## config.mk

```make
export PLATFORM = sky130hd
export DESIGN_NAME = id_control_pipe
export DESIGN_NICKNAME = d
export VERILOG_FILES = /design/src/rtl/id_control_pipe_pkg.sv /design/src/rtl/id_control_pipe_ctrl_decode.sv /design/src/rtl/id_control_pipe.sv
export SDC_FILE = /design/constraint.sdc
export NUM_CORES = 1
export LEC_CHECK = 0
export ABC_CLOCK_PERIOD_IN_PS = 3900
export CAP_MARGIN = 30
export CORE_ASPECT_RATIO = 0.6
export CORE_MARGIN = 2
export CORE_UTILIZATION = 51
export CTS_CLUSTER_SIZE = 16
export DETAILED_ROUTE_END_ITERATION = 7
export PLACE_DENSITY = 0.9
export SLEW_MARGIN = 30
export SYNTH_ARGS = -nofsm -noshare
export SYNTH_HDL_FRONTEND = slang
export SYNTH_HIERARCHICAL = 1
export SYNTH_SLANG_ARGS = --single-unit
```

## constraint.sdc

```tcl
create_clock -name clk -period 3.9 [get_ports clk]
set_input_delay 0.78 -clock clk [delete_from_list [all_inputs] [get_ports clk]]
set_output_delay 0.78 -clock clk [all_outputs]
set_load 0.01 [all_outputs]
```

## src/rtl/id_control_pipe_pkg.sv

```systemverilog
// Shared definitions for the ID-stage control pipeline: opcodes, ALUop
// encodings, control-field widths and bit positions, and the control bundle.
package id_control_pipe_pkg;

    // Opcodes (IR[31:26]) recognised by the decoder
    localparam logic [5:0] OP_RTYPE = 6'b000000;
    localparam logic [5:0] OP_LW    = 6'b100011;
    localparam logic [5:0] OP_SW    = 6'b101011;
    localparam logic [5:0] OP_BEQ   = 6'b000100;
    localparam logic [5:0] OP_ADDI  = 6'b001000;

    // ALUop encodings; 2'b11 is deliberately absent because the ALU decoder
    // downstream treats it as undefined
    typedef enum logic [1:0] {
        ALUOP_MEM    = 2'b00,
        ALUOP_BRANCH = 2'b01,
        ALUOP_RTYPE  = 2'b10
    } aluop_e;

    // Field widths
    localparam int EX_W   = 4;
    localparam int MEM_W  = 3;
    localparam int WB_W   = 2;
    localparam int CTRL_W = EX_W + MEM_W + WB_W;

    // EX field: {RegDst, ALUop[1:0], ALUSrc}
    localparam int EX_REGDST   = 3;
    localparam int EX_ALUOP_HI = 2;
    localparam int EX_ALUOP_LO = 1;
    localparam int EX_ALUSRC   = 0;

    // MEM field: {Branch, MemRead, MemWrite}
    localparam int MEM_BRANCH = 2;
    localparam int MEM_READ   = 1;
    localparam int MEM_WRITE  = 0;

    // WB field: {RegWrite, MemtoReg}
    localparam int WB_REGWRITE = 1;
    localparam int WB_MEMTOREG = 0;

    // Full control bundle produced by decode; all-zero is a bubble
    typedef struct packed {
        logic [EX_W-1:0]  ex;
        logic [MEM_W-1:0] mem;
        logic [WB_W-1:0]  wb;
    } ctrl_t;

endpackage

```

## src/rtl/id_control_pipe_ctrl_decode.sv

```systemverilog
// Purely combinational main-control decoder: opcode to the nine EX/MEM/WB
// control bits plus a flag saying whether the opcode is one we implement.
module ctrl_decode
    import id_control_pipe_pkg::*;
(
    input  logic [5:0] opcode,
    output ctrl_t      ctrl,
    output logic       legal
);

    // Decode opcode; anything unrecognised yields a bubble with legal low
    always_comb begin
        ctrl  = '0;
        legal = 1'b0;
        case (opcode)
            OP_RTYPE: begin
                legal                              = 1'b1;
                ctrl.ex[EX_REGDST]                 = 1'b1;
                ctrl.ex[EX_ALUOP_HI:EX_ALUOP_LO]   = ALUOP_RTYPE;
                ctrl.wb[WB_REGWRITE]               = 1'b1;
            end
            OP_LW: begin
                legal                              = 1'b1;
                ctrl.ex[EX_ALUOP_HI:EX_ALUOP_LO]   = ALUOP_MEM;
                ctrl.ex[EX_ALUSRC]                 = 1'b1;
                ctrl.mem[MEM_READ]                 = 1'b1;
                ctrl.wb[WB_REGWRITE]               = 1'b1;
                ctrl.wb[WB_MEMTOREG]               = 1'b1;
            end
            OP_SW: begin
                legal                              = 1'b1;
                ctrl.ex[EX_ALUOP_HI:EX_ALUOP_LO]   = ALUOP_MEM;
                ctrl.ex[EX_ALUSRC]                 = 1'b1;
                ctrl.mem[MEM_WRITE]                = 1'b1;
            end
            OP_BEQ: begin
                legal                              = 1'b1;
                ctrl.ex[EX_ALUOP_HI:EX_ALUOP_LO]   = ALUOP_BRANCH;
                ctrl.mem[MEM_BRANCH]               = 1'b1;
            end
            OP_ADDI: begin
                legal                              = 1'b1;
                ctrl.ex[EX_ALUOP_HI:EX_ALUOP_LO]   = ALUOP_MEM;
                ctrl.ex[EX_ALUSRC]                 = 1'b1;
                ctrl.wb[WB_REGWRITE]               = 1'b1;
            end
            default: begin
                ctrl  = '0;
                legal = 1'b0;
            end
        endcase
    end

endmodule

```

## src/rtl/id_control_pipe.sv

```systemverilog
// Control-signal pipeline from ID through WB. Decoded control rides the
// ID/EX, EX/MEM and MEM/WB registers; stall and flush inject bubbles, and
// unknown opcodes are turned into bubbles and counted.
module id_control_pipe
    import id_control_pipe_pkg::*;
#(
    parameter int ERR_W = 8
) (
    input  logic             clk,
    input  logic             rst_n,
    input  logic [5:0]       opcode,
    input  logic             id_valid,
    input  logic             stall,
    input  logic             flush,
    output logic [EX_W-1:0]  ex_ctrl,
    output logic [MEM_W-1:0] mem_ctrl,
    output logic [WB_W-1:0]  wb_ctrl,
    output logic             illegal,
    output logic [ERR_W-1:0] err_count
);

    ctrl_t            dec_ctrl;
    logic             dec_legal;
    logic             accept;

    logic [EX_W-1:0]  idex_ex;
    logic [MEM_W-1:0] idex_mem;
    logic [WB_W-1:0]  idex_wb;
    logic [MEM_W-1:0] exmem_mem;
    logic [WB_W-1:0]  exmem_wb;
    logic [WB_W-1:0]  memwb_wb;

    ctrl_decode u_decode (
        .opcode (opcode),
        .ctrl   (dec_ctrl),
        .legal  (dec_legal)
    );

    // Only a real, unstalled, unflushed instruction may enter EX
    assign accept = id_valid & ~stall & ~flush;

    // ID/EX: load decoded control for an accepted legal opcode, else a bubble
    always_ff @(posedge clk or negedge rst_n) begin
        if (!rst_n) begin
            idex_ex  <= '0;
            idex_mem <= '0;
            idex_wb  <= '0;
        end else if (accept && dec_legal) begin
            idex_ex  <= dec_ctrl.ex;
            idex_mem <= dec_ctrl.mem;
            idex_wb  <= dec_ctrl.wb;
        end else begin
            idex_ex  <= '0;
            idex_mem <= '0;
            idex_wb  <= '0;
        end
    end

    // EX/MEM: always advances, except a taken branch kills the EX instruction
    always_ff @(posedge clk or negedge rst_n) begin
        if (!rst_n) begin
            exmem_mem <= '0;
            exmem_wb  <= '0;
        end else if (flush) begin
            exmem_mem <= '0;
            exmem_wb  <= '0;
        end else begin
            exmem_mem <= idex_mem;
            exmem_wb  <= idex_wb;
        end
    end

    // MEM/WB: the branch in MEM has already committed its predecessors, so it never stalls or flushes
    always_ff @(posedge clk or negedge rst_n) begin
        if (!rst_n) begin
            memwb_wb <= '0;
        end else begin
            memwb_wb <= exmem_wb;
        end
    end

    // Illegal-opcode pulse and saturating counter, updated on the same edge
    always_ff @(posedge clk or negedge rst_n) begin
        if (!rst_n) begin
            illegal   <= 1'b0;
            err_count <= '0;
        end else begin
            illegal <= accept & ~dec_legal;
            if (accept && !dec_legal && (err_count != {ERR_W{1'b1}})) begin
                err_count <= err_count + 1'b1;
            end
        end
    end

    assign ex_ctrl  = idex_ex;
    assign mem_ctrl = exmem_mem;
    assign wb_ctrl  = memwb_wb;

endmodule

```

# Word-level counts from Yosys, hierarchy flattened
# Cells that the tools add are included.
# totals
reg_bits,25
input_bits,11
output_inout_bits,18
elab_cells,41
# op_classes
n_addsub,1
n_eq_ne,5
mux,13
bitwise_logic,6
reduce_logical,8
# ops
op,count
"6-bit equality test, second input constant",2
"8-bit by 1-bit adder with 8-bit output, second input constant",1
"8-bit inequality test, second input constant",1
1-bit 2-to-1 mux,7
"6-bit by 3-bit equality test with 1-bit output, second input constant",1
"6-bit by 4-bit equality test with 1-bit output, second input constant",1
6-bit zero test,1
3-bit 2-to-1 mux,2
3-bit OR reduction,2
5-bit OR reduction,1
2-bit 2-to-1 mux,2
4-bit 2-to-1 mux,1
2-bit case mux with 2 select lines,1
1-bit AND,3
1-bit logical AND,3
1-bit inverter,3
1-bit zero test,1

# Depth between registers and ports, before layout
# Gate-level depths: netlist of the first run.
# logic_depth
ltp_word,6
ltp_mapped,8
depth_no_buf,6

# Hierarchy
# The synthesis of the first run kept the hierarchy.
# by_module_without_submodules
mod,instances,cells_each,area_per_inst_um2,seq_area_each_um2
id_control_pipe,1,68,970.9,625.6
ctrl_decode,1,18,142.6,0.0

# Worst setup path before layout of the first run
# OpenSTA, ideal clock, no wires.
# synth_path
kind,input-to-reg
start,in opcode[2]
end,reg err_count[6]
setup_time_ps,128
t_arrival_ps,2280
t_required_ps,3772
setup_slack_ps,1493
cell_stages,7
path_buffers,2
cell_sequence,buf_6 > a2111o_1 > a21oi_1 > or4b_1 > buf_4 > nor4_4 > mux2_1
# synth_via
elab_chain_len,6
word_cells_on_any_way,10
cone_classes,eq/ne: 4; mux: 1; reduce/logical: 5
# synth_rtl
item,line,rtl
from (decl),id_control_pipe.sv:11,"input logic [5:0] opcode,"
6-bit by 3-bit equality test with 1-bit output (tied with other cells),id_control_pipe_ctrl_decode.sv:15,case (opcode)
5-bit OR reduction (no line) *,-,
1-bit 2-to-1 mux *,id_control_pipe_ctrl_decode.sv:15,
via dec_legal,id_control_pipe.sv:23,logic dec_legal;
1-bit zero test *,id_control_pipe.sv:89,if (accept && !dec_legal && (err_count != {ERR_W{1'b1}})) begin
1-bit logical AND * (2 in a row),id_control_pipe.sv:89,
to (signal assigned),id_control_pipe.sv:90,err_count <= err_count + 1'b1;
to (decl),id_control_pipe.sv:19,output logic [ERR_W-1:0] err_count
# Mark *: on every way through the listed nets, which the timed path passes. The rest lies on a longest branch.
# A chain may end at the register's enable or synchronous reset.

# Final worst setup path of the first run
# Same ends and word-level chain as after synthesis.

==> results.toml, run 1 <==
[cts]
tritoncts = "done"
path_clk_slew_ns = 0.13
clockRootBuffer = "sky130_fd_sc_hd__clkbuf_4"
post_cts_hold_buffer_count = 0
htreeDepth = 1
clk_latency_ns = 0.32
clock_tree.buffer_depth = 2
cts-buffers-inserted = 3
postCtsResizedCells = 0
cts_setup_buffers = 0
clock_sink_count = 25

[sta]
clock-skew-final_ns = 0.001984
fmax_mhz = 354.6
finalHoldViolCount = 0
max_slew_margin = 0.6491
setup_violations = 0
timing.final.crit_share = 0.7230
finalWorstPathRequiredPeriod_ns = 2.820
final.hold.worst_slack_ns = 0.3728
slew_at_the_pin_closest_to_its_max_slew_limit_ns = 0.5263
grt_setup_unrepaired = "no"
finalWorstSetupSlack_ns = 1.080
tns_ns = 0
timing_max_transition_violations_final = 0

[worst_setup_path]
timing.reg2reg.setup_slack_ns = 2.34
critPathCaptureType = "flop"
critical_path_class = "input pin to flop"
r2r_cells = 4
maximum_fanout_encountered_on_the_critical_timing_path = 9
critPathLaunchType = "input pin"
worstReg2RegStart = "err_count[0]$_DFFE_PN0P_"
worst_r2r_endpoint = "err_count[1]$_DFFE_PN0P_"
worst_ep_arrival_time_ns = 3.04
required_ns = 4.12

[synthesis]
syn-instance-count = 86
netlist-cell-type-count = 33
ys_ff_latch = 25
synth.top_cells.by_count = "25 x sky130_fd_sc_hd__dfrtp_1, 9 x sky130_fd_sc_hd__and2_1, 5 x sky130_fd_sc_hd__and2b_1"
yosysMostFrequentCell = "sky130_fd_sc_hd__dfrtp_1"
post-synth-top-area-fraction = 0.5618
yosysSeqAreaShare = 0.5618
mappedNetlistNets = 98
synth_largest_area_cell = "sky130_fd_sc_hd__dfrtp_1"
yosys_warnings = 6
async_reset_ff_frac = 1.000
synth-main-ff-cell = "sky130_fd_sc_hd__dfrtp_1"
largest_cells_by_area_after_synthesis = "sky130_fd_sc_hd__dfrtp_1 56%, sky130_fd_sc_hd__and2_1 5.1%, sky130_fd_sc_hd__and2b_1 3.4%, sky130_fd_sc_hd__a2111oi_2 2.7%, sky130_fd_sc_hd__xor2_1 2.4%"
netlist_area_um2 = 1114
post_synth_edffs = 0
syn_area_per_cell_um2 = 12.95

[placement]
place_hpwl_mm = 1.457
gpl.final_weighted_congestion = 0.7212
dpl-instance-area_um2 = 1388
place.port_buffers = 28
dp_worst_setup_slack_ns = 0.7390

[grt]
gr-usage-met2 = 0.2891
grt.met1_usage = 0.1693
gr-total-overflow = 0
grt_most_used_layer = "met2"
global_route.usage.met3 = 0.05056
largest_net_degree_at_the_start_of_global_routing = 26
grt_use_total = 0.1555
first_global_vias = 647
grt_antenna_before_repair = 0
grt_pass1_wl_mm = 2.842

[power_and_ir_drop]
power.share.combinational = 0.259
power.leakage_nw = 0.6336
power-per-cell-area_nw_per_um2 = 415.3
internal_power_w = 0.0004076
switching_power_w = 0.0001811
clkPwrFrac = 0.199
share_seq_of_total_power = 0.542
power_switching_share = 0.3077
vdd.ir_drop.worst_v = 0.0002083

[cells_and_area]
syn2layout_area_growth_pct = 27.30
fin_area_um2 = 1418
antennaDiodeCount = 0
total_of_fill_cells_in_the_finished_design = 159
drive_above_1_share = 0.09735
fin_nets = 126

[route]
drt_iter0_markers = 44
viasPerCell = 5.245
detailedRoute.firstPassIterationCount = 4
finalWirelength_mm = 1.928
via_count = 750
ant_nets = 0
detail_route.drc_violations = 0
wire_per_inst_um = 13.48

[floorplanning]
chipHeight_um = 40.20
die_w_um = 64.33
die_area_um2 = 2586
core_footprint_um2 = 2115
placementRows = 13
initial_core_util = 0.5266
io_pins = 29

[worst_hold_path]
min_from = "exmem_wb[0]$_DFF_PN0_"
hold_path.class = "flop to flop"
worst_hold_path.num_cells = 0
holdPathEnd = "wb_ctrl[0]$_DFF_PN0_"

[outcome]
result_of_the_run = "completed"

[job]
number_of_max_cap_violations = 0
-- worst max-delay path: stages --
cell	delay, ns
sky130_fd_sc_hd__clkdlybuf4s50_1	0.65
sky130_fd_sc_hd__a2111o_1	0.19
sky130_fd_sc_hd__a21oi_1	0.07
sky130_fd_sc_hd__or4b_1	0.70
sky130_fd_sc_hd__nor4_4	0.31
sky130_fd_sc_hd__mux2_1	0.34
-- registers in the layout, indices dropped and copies added (netlist names) --
name       count
exmem_wb       2
err_count      8
wb_ctrl        2
idex_wb        2
mem_ctrl       3
illegal        1
ex_ctrl        4
idex_mem       3
-- power groups by stage --
stage / logic (W) / clock network (W) / registers, W
floorplan: 0.0000619 / 0 / 0.000331
global placement: 0.000148 / 0 / 0.000323
detailed placement: 0.000152 / 0 / 0.000325
CTS: 0.000153 / 0.000122 / 0.000319
global route: 0.000167 / 0.000134 / 0.000325
finish: 0.000152 / 0.000117 / 0.000319
-- area by class of cell --
type                    count  area, µm²  share of cell area
clock buffers               3      22.52             0.01589
well taps                  30      37.54             0.02648
flip-flops and latches     25      625.6              0.4413
multi-input cells          54      441.7              0.3116
inverters                   2      7.507            0.005296
repair buffers             28      275.3              0.1942
clock inverters             1      7.507            0.005296
-- kinds of logic (layout without fill, tap and decap cells) --
logic type      after synthesis  count (layout)  share of synthesized area
simple gates                 35              35                     0.2337
flops                        25              25                     0.5618
compound gates               11              11                    0.08876
buf+inv                       7              34                    0.04156
xor+xnor                      5               5                    0.03933
mux                           2               2                    0.02359
fa+ha+maj                     1               1                    0.01123
-- per-layer routing --
layer	vias to the layer above	share of wire
met3	2	0.063
met1	352	0.42
met2	33	0.50
li1	363	-
met5	-	0
met4	0	0.011
-- worst max-delay path by stage --
stage                          from                  endpoint  slack, ns
after floorplan           opcode[2]  err_count[6]$_DFFE_PN0P_       1.49
after global placement    opcode[2]  err_count[6]$_DFFE_PN0P_       0.82
after detailed placement  opcode[2]  err_count[6]$_DFFE_PN0P_       0.74
after CTS                 opcode[2]  err_count[6]$_DFFE_PN0P_       1.10
after global routing      opcode[2]  err_count[6]$_DFFE_PN0P_       1.03
final                     opcode[2]  err_count[6]$_DFFE_PN0P_       1.08
-- cells in the final DEF, fill, tap and decap left out --
cell                              Yosys  final
sky130_fd_sc_hd__inv_1                1      1
sky130_fd_sc_hd__nor4b_1              2      2
sky130_fd_sc_hd__inv_2                1      1
sky130_fd_sc_hd__and4bb_1             1      1
sky130_fd_sc_hd__buf_2                0      1
sky130_fd_sc_hd__xnor2_1              2      2
sky130_fd_sc_hd__ha_1                 1      1
sky130_fd_sc_hd__or4b_1               2      2
sky130_fd_sc_hd__nor4_4               1      1
sky130_fd_sc_hd__and4_1               1      1
sky130_fd_sc_hd__and2b_1              5      5
sky130_fd_sc_hd__nand4b_1             2      2
sky130_fd_sc_hd__nand2b_1             1      1
sky130_fd_sc_hd__a211oi_1             3      3
sky130_fd_sc_hd__nor4_1               3      3
sky130_fd_sc_hd__nand4_1              1      1
sky130_fd_sc_hd__dfrtp_1             25     25
sky130_fd_sc_hd__xor2_1               3      3
sky130_fd_sc_hd__nand3b_1             1      1
sky130_fd_sc_hd__nand2_1              2      2
sky130_fd_sc_hd__a21o_1               1      1
sky130_fd_sc_hd__a2111oi_2            2      2
sky130_fd_sc_hd__mux2_1               1      1
sky130_fd_sc_hd__clkdlybuf4s50_1      0     27
sky130_fd_sc_hd__nand3_1              2      2
sky130_fd_sc_hd__mux2_4               1      1
sky130_fd_sc_hd__a2111o_1             1      1
sky130_fd_sc_hd__and3_1               1      1
sky130_fd_sc_hd__and2_1               9      9
sky130_fd_sc_hd__clkinvlp_4           0      1
sky130_fd_sc_hd__a211oi_2             1      1
sky130_fd_sc_hd__a21oi_1              3      3
sky130_fd_sc_hd__clkbuf_4             0      3
sky130_fd_sc_hd__or3_1                1      1
-- metrics by stage --
stage                power, W    util  instances
floorplan           0.0003931       -         86
global placement    0.0004706  0.6586        139
detailed placement  0.0004771  0.6562        139
CTS                 0.0005949  0.6704        143
global route        0.0006266  0.6704        143
finish              0.0005887  0.6704        143
No activity file was read; power rests on OpenSTA's default activity.
==> inputs of run 2 (changes only) <==
--- a/config.mk
+++ b/config.mk
@@ -5,14 +5,14 @@
 export SDC_FILE = /design/constraint.sdc
 export NUM_CORES = 1
 export LEC_CHECK = 0
-export ABC_CLOCK_PERIOD_IN_PS = 3900
+export ABC_CLOCK_PERIOD_IN_PS = 2300
 export CAP_MARGIN = 30
 export CORE_ASPECT_RATIO = 0.6
 export CORE_MARGIN = 2
-export CORE_UTILIZATION = 51
+export CORE_UTILIZATION = 43
 export CTS_CLUSTER_SIZE = 16
 export DETAILED_ROUTE_END_ITERATION = 7
-export PLACE_DENSITY = 0.9
+export PLACE_DENSITY = 0.82
 export SLEW_MARGIN = 30
 export SYNTH_ARGS = -nofsm -noshare
 export SYNTH_HDL_FRONTEND = slang
==> constraint.sdc (replaced) <==
create_clock -name clk -period 2.3 [get_ports clk]
set_input_delay 0.46 -clock clk [delete_from_list [all_inputs] [get_ports clk]]
set_output_delay 0.46 -clock clk [all_outputs]
set_load 0.01 [all_outputs]
==> results.toml, run 2 (synthesized netlist as in run 1, its figures left out) <==
[sta]
tns_ns = 0
timing.final.crit_share = 0.9578
fmax_mhz = 453.9
slew_at_the_pin_closest_to_its_max_slew_limit_ns = 0.3473
clock-skew-final_ns = 0.001925
finalHoldViolCount = 0
finalWorstPathRequiredPeriod_ns = 2.203
final.hold.worst_slack_ns = 0.3598
setup_violations = 0
max_slew_margin = 0.7663
timing_max_transition_violations_final = 0
grt_setup_unrepaired = "no"

[cells_and_area]
antennaDiodeCount = 0
total_of_fill_cells_in_the_finished_design = 185
layout_commonest_cell = "sky130_fd_sc_hd__clkdlybuf4s50_1"
final_cell_mix = "28 x sky130_fd_sc_hd__clkdlybuf4s50_1, 25 x sky130_fd_sc_hd__dfrtp_1, 11 x sky130_fd_sc_hd__buf_4"
max_flop_register = "err_count"
finalNonFillerCells = 156
fin_nets = 137
multi_input_comb_area_um2 = 445.4
fin_area_um2 = 1528
area.sequential_um2 = 625.6
drive_above_1_share = 0.1774
largest_register_ff_count = 8
syn2layout_area_growth_pct = 37.19

[worst_setup_path]
worst_r2r_endpoint = "err_count[1]$_DFFE_PN0P_"
critPathCaptureType = "flop"
maximum_fanout_encountered_on_the_critical_timing_path = 3
timing.reg2reg.setup_slack_ns = 0.72
worstReg2RegStart = "err_count[0]$_DFFE_PN0P_"
critical_path_class = "input pin to flop"
required_ns = 2.45
worst_ep_arrival_time_ns = 2.35
r2r_cells = 4
critPathLaunchType = "input pin"

[cts]
path_clk_slew_ns = 0.08
clock_tree.buffer_depth = 2
clock_sink_count = 25
clockRootBuffer = "sky130_fd_sc_hd__clkbuf_8"
cts-buffers-inserted = 3
clk_latency_ns = 0.26
tritoncts = "done"
htreeDepth = 1

[grt]
grt_most_used_layer = "met2"
gr-total-overflow = 0
grt_antenna_before_repair = 0
gr-usage-met2 = 0.2404
largest_net_degree_at_the_start_of_global_routing = 26
first_global_vias = 767
grt.met1_usage = 0.1765
global_route.usage.met3 = 0.03721
grt_pass1_wl_mm = 3.291
grt_use_total = 0.1384

[outcome]
result_of_the_run = "completed"

[route]
viasPerCell = 5.103
finalWirelength_mm = 2.045
via_count = 796
detail_route.drc_violations = 0
drt_iter0_markers = 42
detailedRoute.firstPassIterationCount = 4
wire_per_inst_um = 13.11
ant_nets = 0

[power_and_ir_drop]
internal_power_w = 0.0007579
power.share.combinational = 0.256
clkPwrFrac = 0.234
vdd.ir_drop.worst_v = 0.0003197
switching_power_w = 0.0003152
power.leakage_nw = 0.6990
share_seq_of_total_power = 0.509
finalPower_w = 0.001073
power-per-cell-area_nw_per_um2 = 702.5
power_switching_share = 0.2937

[floorplanning]
placementRows = 14
io_pins = 29
initial_core_util = 0.4477
core_footprint_um2 = 2487
chipHeight_um = 43.42
die_w_um = 69.70
die_area_um2 = 3026

[worst_hold_path]
min_from = "exmem_wb[0]$_DFF_PN0_"
holdPathEnd = "wb_ctrl[0]$_DFF_PN0_"
hold_path.class = "flop to flop"
worst_hold_path.num_cells = 0

[job]
number_of_max_cap_violations = 0

[placement]
gpl.final_weighted_congestion = 0.8231
place.port_buffers = 28
dpl-instance-area_um2 = 1478
place.detailed.instances = 152
place_hpwl_mm = 1.524
run 2: changes by cell type in the layout (fill, tap and decap cells not counted), sizes merged:
| cell | before | now |
|---|---|---|
| clkinv | 0 | 1 |
| clkdlybuf4s50 | 27 | 28 |
| buf | 1 | 11 |
| clkinvlp | 1 | 0 |
run 2: how the worst max path moves through the flow:
stage          startpoint                        to  slack, ns
3_3_place_gp    opcode[2]  err_count[6]$_DFFE_PN0P_      -0.18
3_5_place_dp    opcode[2]  err_count[6]$_DFFE_PN0P_      -0.23
6_report        opcode[2]  err_count[6]$_DFFE_PN0P_        0.1
2_1_floorplan   opcode[2]  err_count[6]$_DFFE_PN0P_       0.21
4_1_cts         opcode[2]  err_count[6]$_DFFE_PN0P_       0.05
5_1_grt         opcode[2]  err_count[6]$_DFFE_PN0P_       0.04
run 2: area by class of cell:
type / instances / share of cell area
tap: 32 / 0.02621
clock buffer: 3 / 0.02703
multi-input combinational: 54 / 0.2916
sequential: 25 / 0.4095
timing repair buffer: 39 / 0.2375
inverter: 2 / 0.004914
clock inverter: 1 / 0.003276
run 2: through the flow:
stage | worst slack (ns) | util
2_1_floorplan | 0.2125 | -
3_3_place_gp | -0.1823 | 0.5941
3_5_place_dp | -0.2276 | 0.5941
4_1_cts | 0.05342 | 0.6127
5_1_grt | 0.03991 | 0.6142
6_report | 0.09705 | 0.6142
run 2: power by group through the flow:
stage / registers [W] / logic, W / clock network [W]
2_1_floorplan: 0.000562 / 0.000105 / 0
3_3_place_gp: 0.000549 / 0.000266 / 0
3_5_place_dp: 0.000554 / 0.000275 / 0
4_1_cts: 0.000545 / 0.000276 / 0.000260
5_1_grt: 0.000553 / 0.000295 / 0.000276
6_report: 0.000547 / 0.000275 / 0.000251
run 2: layer usage:
metal,routed length [µm],up-vias
met5,0,-
met2,1008,27
met1,917,384
met3,115,2
li1,-,383
met4,4,0
run 2: worst max-delay path: stages:
cell and delay [ns]:
sky130_fd_sc_hd__clkdlybuf4s50_1 0.49, sky130_fd_sc_hd__a2111o_1 0.15, sky130_fd_sc_hd__a21oi_1 0.09, sky130_fd_sc_hd__or4b_4 0.56, sky130_fd_sc_hd__nor4_4 0.26, sky130_fd_sc_hd__mux2_1 0.35
run 2: what timing repair did:
action	CTS	global route
setup buffers	0	0
setup endpoints to repair	0	2
gates resized for setup	0	1
hold buffers	0	0
